### config.mk
export PLATFORM = sky130hd
export DESIGN_NAME = demux_1to4_1b_deser
export DESIGN_NICKNAME = d
export VERILOG_FILES = /design/src/rtl/demux_1to4_1b_deser.sv
export SDC_FILE = /design/constraint.sdc
export NUM_CORES = 1
export LEC_CHECK = 0
export CAP_MARGIN = 40
export CORE_UTILIZATION = 25
export CTS_BUF_LIST = sky130_fd_sc_hd__clkbuf_8 sky130_fd_sc_hd__clkbuf_16
export DETAILED_ROUTE_END_ITERATION = 16
export RECOVER_POWER = 50
export SKIP_LAST_GASP = 1
export SYNTH_ARGS = -nofsm -noshare
export SYNTH_HDL_FRONTEND = slang
export SYNTH_SLANG_ARGS = --single-unit
### constraint.sdc
create_clock -name clk -period 1.4 [get_ports clk]
set_input_delay 0.35 -clock clk [delete_from_list [all_inputs] [get_ports clk]]
set_output_delay 0.35 -clock clk [all_outputs]
set_load 0.03 [all_outputs]
### src/rtl/demux_1to4_1b_deser.sv
// demux_1to4_1b_deser
// Single-lane beat stream -> four lane registers (a..d). Beats go round-robin
// (mode=0) or to the lane chosen by sel (mode=1). A group is handed to the
// consumer once all four lanes are written, or early on flush.
//
// Handshake: a beat transfers on any rising edge where in_valid && in_ready;
// a group transfers on any rising edge where out_valid && out_ready. in_ready
// and out_valid come straight from the state, so neither depends
// combinationally on in_valid or out_ready.
module demux_1to4_1b_deser #(
    parameter int W = 1
) (
    input  logic         clk,
    input  logic         rst_n,
    input  logic [W-1:0] in_data,
    input  logic         in_valid,
    output logic         in_ready,
    input  logic         mode,
    input  logic [1:0]   sel,
    input  logic         flush,
    output logic [W-1:0] a_out,
    output logic [W-1:0] b_out,
    output logic [W-1:0] c_out,
    output logic [W-1:0] d_out,
    output logic [3:0]   out_mask,
    output logic         out_valid,
    input  logic         out_ready,
    output logic [1:0]   ptr
);

    typedef enum logic {
        ST_COLLECT = 1'b0,
        ST_HOLD    = 1'b1
    } state_t;

    state_t       r_state;
    state_t       w_state_nxt;
    logic [W-1:0] r_lane [4];
    logic [3:0]   r_mask;
    logic [1:0]   r_ptr;
    logic [1:0]   w_lane_sel;
    logic         w_accept;
    logic [3:0]   w_mask_post;

    // Target lane, beat acceptance, post-write mask and next state.
    always_comb begin
        w_lane_sel  = mode ? sel : r_ptr;
        w_accept    = (r_state == ST_COLLECT) && in_valid;
        w_mask_post = r_mask;
        w_state_nxt = r_state;
        if (w_accept) begin
            w_mask_post = r_mask | (4'b0001 << w_lane_sel);
        end
        case (r_state)
            ST_COLLECT: begin
                // A beat taken this cycle counts toward both the full and the flush test.
                if ((w_mask_post == 4'b1111) || (flush && (w_mask_post != 4'b0000))) begin
                    w_state_nxt = ST_HOLD;
                end
            end
            ST_HOLD: begin
                if (out_ready) begin
                    w_state_nxt = ST_COLLECT;
                end
            end
            default: w_state_nxt = ST_COLLECT;
        endcase
    end

    // State register.
    always_ff @(posedge clk) begin
        if (!rst_n) begin
            r_state <= ST_COLLECT;
        end else begin
            r_state <= w_state_nxt;
        end
    end

    // Lane registers, written-lane mask and round-robin pointer.
    always_ff @(posedge clk) begin
        if (!rst_n) begin
            for (int i = 0; i < 4; i++) begin
                r_lane[i] <= '0;
            end
            r_mask <= 4'b0000;
            r_ptr  <= 2'd0;
        end else if (r_state == ST_COLLECT) begin
            if (w_accept) begin
                // A directed write to a filled lane overwrites it; the mask bit is already set.
                r_lane[w_lane_sel] <= in_data;
                r_mask             <= w_mask_post;
                if (!mode) begin
                    r_ptr <= r_ptr + 2'd1;
                end
            end
        end else if (out_ready) begin
            // Group handed off: start the next one from a clean slate.
            for (int i = 0; i < 4; i++) begin
                r_lane[i] <= '0;
            end
            r_mask <= 4'b0000;
            r_ptr  <= 2'd0;
        end
    end

    assign in_ready  = (r_state == ST_COLLECT);
    assign out_valid = (r_state == ST_HOLD);
    assign a_out     = r_lane[0];
    assign b_out     = r_lane[1];
    assign c_out     = r_lane[2];
    assign d_out     = r_lane[3];
    assign out_mask  = r_mask;
    assign ptr       = r_ptr;

endmodule

* Yosys cells after proc, flatten, opt, wreduce, memory -nomap -nowiden *
Memory sizes are Yosys's and may differ from the RTL's.
Index checks and enable logic that the tools add are counted.

cells by class
  add/subtract/negate cells = 1
  equal/unequal tests = 3
  shift-type cells = 1
  multiplexer cells = 28
  bitwise logic cells = 6
  reductions and logical operators = 8

operators with widths
  kind                   number
  $mux W1                17
  $mux W4                4
  $mux W2                6
  $eq A4 B4 Y1 const B   1
  $or A1 B1 Y1           4
  $or A4 B4 Y4           1
  $reduce_bool A4 Y1     1
  $shl A1 B2 Y4 const A  1
  $reduce_and A3 Y1      1
  $add A2 B1 Y2 const B  1
  $logic_and A1 B1 Y1    2
  $ne A2 B1 Y1 const B   1
  $ne A2 B2 Y1 const B   1
  $pmux W1 S2            1
  $reduce_and A2 Y1      1
  $reduce_bool A2 Y1     1
  $logic_or A1 B1 Y1     1
  $not A1 Y1             1
  $reduce_or A1 Y1       1

word-level totals
  register bits after elaboration = 7
  memory bits (writable) = 4
  input bits = 9
  memories kept = 1

memory list
  name    depth  bits a word  rd ports  clocked after Yosys merged registers in  write ports  line  source
  r_lane  4      1            4         0                                        4            38    logic [W-1:0] r_lane [4];

* Logic depth before layout (Yosys ltp) *
  depth after elaboration = 9
  depth in mapped cells = 4

* Least setup slack after synthesis *
Ideal clock, no wire load.

  kind = register -> register
  start = reg r_ptr[0], in the netlist ptr[0]
  end = mem r_lane[3], enable pin
  setup time = 0.292 ns
  arrival time = 1.221 ns
  slack = -0.113 ns
  cell stages (with the launch flop) = 4
  buffers on the path = 0
  period minus slack after synthesis = 1.513 ns
  path through = dfxtp_1 > mux2i_1 > or3_1 > nand2_1

RTL lines
  element                 line  source
  from (decl)             40    logic [1:0] r_ptr;
  from (signal assigned)  93    r_ptr <= r_ptr + 2'd1;
  to (decl)               38

* Worst setup path in the final report *
  start = reg r_ptr[1], in the netlist ptr[1]
  end = out ptr[1]

RTL lines
  element    line  source
  to (decl)  28    output logic [1:0] ptr

No word-level cell between the ends.

==> flow_summary_export.csv <==
group,metric,value,unit
status,run_status,"finished, final reports clean",
clock_tree,clock-root-buffer,"clkbuf_8",
yosys,synth_common_cells,"12 x nand2_1, 10 x dfxtp_1, 9 x nor2_1, 4 x mux2i_1",
clock_tree,cts_setup_buffers,0,
clock_tree,cts_buffers,3,
final_layout,antennaDiodeCount,0,
timing,rsz0062_at_grt,"no",
final_layout,multi_input_area,323,sq um
detailed_routing,wirelength,1300,um
worst_setup_path,cp_top_family,"buffers and inverters",
final_layout,utilization,41.8,%
timing,fin_tns_setup,0,ps
yosys,synth_edf_count,1,
timing,worstMarginPinSlew,363,ps
detailed_routing,wire_per_inst,10.6,um
timing,maxSlewViolCount,0,
timing,finalCritPeriodShare,95.1,%
yosys,synth-simple-area-share,29.0,%
power,combPwrFrac,22.4,%
global_route,grt_pass1_wl,2280,um
global_route,grt_use_met1,14.3,%
detailed_routing,drc,0,
yosys,syn_area,553,sq um
final_layout,layoutNonFillerInstCount,123,
detailed_routing,vias,569,
floorplanning,die_width,49.0,um
timing,fin_skew,2.15,ps
final_layout,nFillCells,217,
worst_setup_path,path_max_fanout,5,
yosys,synth.area.mux_share,12.7,%
detailed_routing,drt_iter0_markers,11,
yosys,synthDistinctLibCells,24,
timing,relSlewSlack,75.9,%
global_route,grt_overflow,0,
floorplanning,die_h,49.0,um
clock_tree,clk_pin_slew,50,ps
yosys,synthAdderAreaFrac,0,%
global_route,grt_max_degree,8,
yosys,ys_async_sr_fraction,0,%
yosys,synth_top_family_by_area,"simple AND/OR/NAND/NOR gates",
place,dp.cells,119,
job,maxCapViolations,0,
timing,hold_viol_final,0,
power,p_sw_share,29.2,%
final_layout,seq_area,233,sq um
global_route,use_met3,3.43,%
floorplanning,dieArea,2400,sq um
floorplanning,fp.coreArea,2020,sq um
power,ir_worst_vdd,418,uV
worst_setup_path,crit_chain,"clkdlybuf4s15_1",
yosys,synth_top_area_cell,"dfxtp_1",
floorplanning,rows,16,
worst_setup_path,worstPathArrival,980,ps
detailed_routing,vias_per_cell,4.63,
final_layout,area.growth.synth_to_final,52.7,%
power,clockPowerShare,36.4,%
yosys,synth.most_common_cell,"nand2_1",
place,place_congestion,0.776,
timing,setup_viol_count_final,0,
clock_tree,clockBufferDepth,2,
clock_tree,clock_latency,240,ps
worst_setup_path,slowest_delay,370,ps
yosys,syn_avg_cell_area,8.51,sq um
global_route,top_usage_layer,"met2",
detailed_routing,antenna_violating_nets_post_route,0,
clock_tree,cts_sinks,11,
yosys,synth_compound_area_share,15.4,%
power,seq_power_share,41.1,%
hold_path,hold_path_class,"flip-flop to flip-flop",
worst_setup_path,crit_buf_inv,1,
yosys,yosys.area.top_type_share,36.2,%
floorplanning,io-pin-count,21,
power,internal-power,0.000615,W
yosys,syn-num-nets,74,
timing,fmax,0.751,GHz
yosys,synth-xor-area-share,0,%
power,power.density,1030,nW/um^2
worst_setup_path,end_kind,"primary output",
yosys,ys_warn_count,0,
place,hpwlAfterDp,1020,um
clock_tree,holdBufCountCts,0,
worst_setup_path,path_class,"flip-flop to primary output",
yosys,syn-instance-count,65,
global_route,grt_pass1_vias,538,
yosys,synth_area_leaders,"dfxtp_1 36%, nand2_1 8.1%, mux2i_1 7.2%",
global_route,antenna_found_initial,0,
worst_setup_path,worst_ep_required_time,1050,ps
worst_setup_path,worst_path_max_delay_cell,"clkdlybuf4s15_1",
place,io_buffers,20,
final_layout,fin_nets,106,
floorplanning,start_util,27.4,%
worst_setup_path,cp-start-kind,"flip-flop",
power,totalPowerFinal,0.000870,W
yosys,synth_top_flop_cell,"dfxtp_1",
clock_tree,htreeDepth,1,
clock_tree,tritoncts,"built",
global_route,grt_use_total,12.2,%
final_layout,drive_gt1_share,27.1,%
yosys,synth-seq-area-share,41.6,%
yosys,ys_ff_latch,11,
power,p_leak,0.363,nW
detailed_routing,firstDrtPassIters,4,
timing,period_needed,1330,ps
global_route,grt.met2_usage,20.4,%
power,p_sw,0.000254,W
-- power by group through the flow --
stage / clock network [W] / registers (W) / logic, W
floorplan: 0 / 0.000397 / 0.0000749
global placement: 0 / 0.000364 / 0.000207
detailed placement: 0 / 0.000364 / 0.000206
CTS: 0.000320 / 0.000358 / 0.000203
global route: 0.000343 / 0.000362 / 0.000212
finish: 0.000317 / 0.000358 / 0.000195
-- stage by stage --
step	setup slack, ps	hold WS (ps)	cell area [sq um]
floorplan	3.32	480	556
global placement	-568	451	822
detailed placement	-582	455	822
CTS	-101	459	865
global route	3.84	490	845
finish	69.0	457	845
-- logic make-up after synthesis --
| group | after synthesis |
|---|---|
| compound gates | 12 |
| buf+inv | 2 |
| flops | 11 |
| mux | 6 |
| simple gates | 34 |
-- cell type report --
class | instances | share of cell area, %
repair buffers | 27 | 24.0
clock buffers | 3 | 4.89
flip-flops and latches | 11 | 27.6
clock inverters | 1 | 0.444
well taps | 27 | 4.00
multi-input cells | 52 | 38.2
inverters | 2 | 0.889
-- final timing paths --
check / from / endpoint / slack (ps) / cells past startpoint
max reg2reg: ptr[0] / out_valid / 100 / 4
max: ptr[1] / ptr[1] / 70 / 1
min: r_lane[2] / r_lane[2] / 460 / 2
min reg2reg: r_lane[2] / r_lane[2] / 460 / 2
-- state kept, by name, indices dropped and copies added, names as in the netlist --
register / count
out_mask: 4
out_valid: 1
ptr: 2
r_lane: 4
-- layout by cell type, fill, tap and decap left out, drive strengths merged --
cell / instances
a21boi: 1
a21oi: 3
a31oi: 1
and2: 2
and2b: 1
buf: 8
clkbuf: 11
clkdlybuf4s15: 1
clkdlybuf4s50: 3
dfxtp: 10
dlygate4sd2: 6
dlygate4sd3: 1
edfxtp: 1
inv: 3
mux2: 2
mux2i: 4
nand2: 12
nand2b: 1
nand3: 2
nand3b: 1
nor2: 9
nor3: 2
nor4: 2
o21ai: 4
o221a: 1
o32ai: 1
o41ai: 1
or3: 1
or4: 1
-- layer usage --
layer / part of all wire [%] / wire length (um)
met2: 43 / 564
met5: 0 / 0
met4: 2.2 / 28
met1: 49 / 638
met3: 5.4 / 70
-- repair_timing --
item | in CTS | in global routing
gates resized for setup | 10 | 3
pin swaps | 1 | 0
setup endpoints to repair | 16 | 9
-- tightest hold or removal path, stage by stage (launching register included) --
cell	delay [ps]
dfxtp_1	300
nand2_1	50
o21ai_0	60
Note: power is estimated with default switching activity, not from simulation.
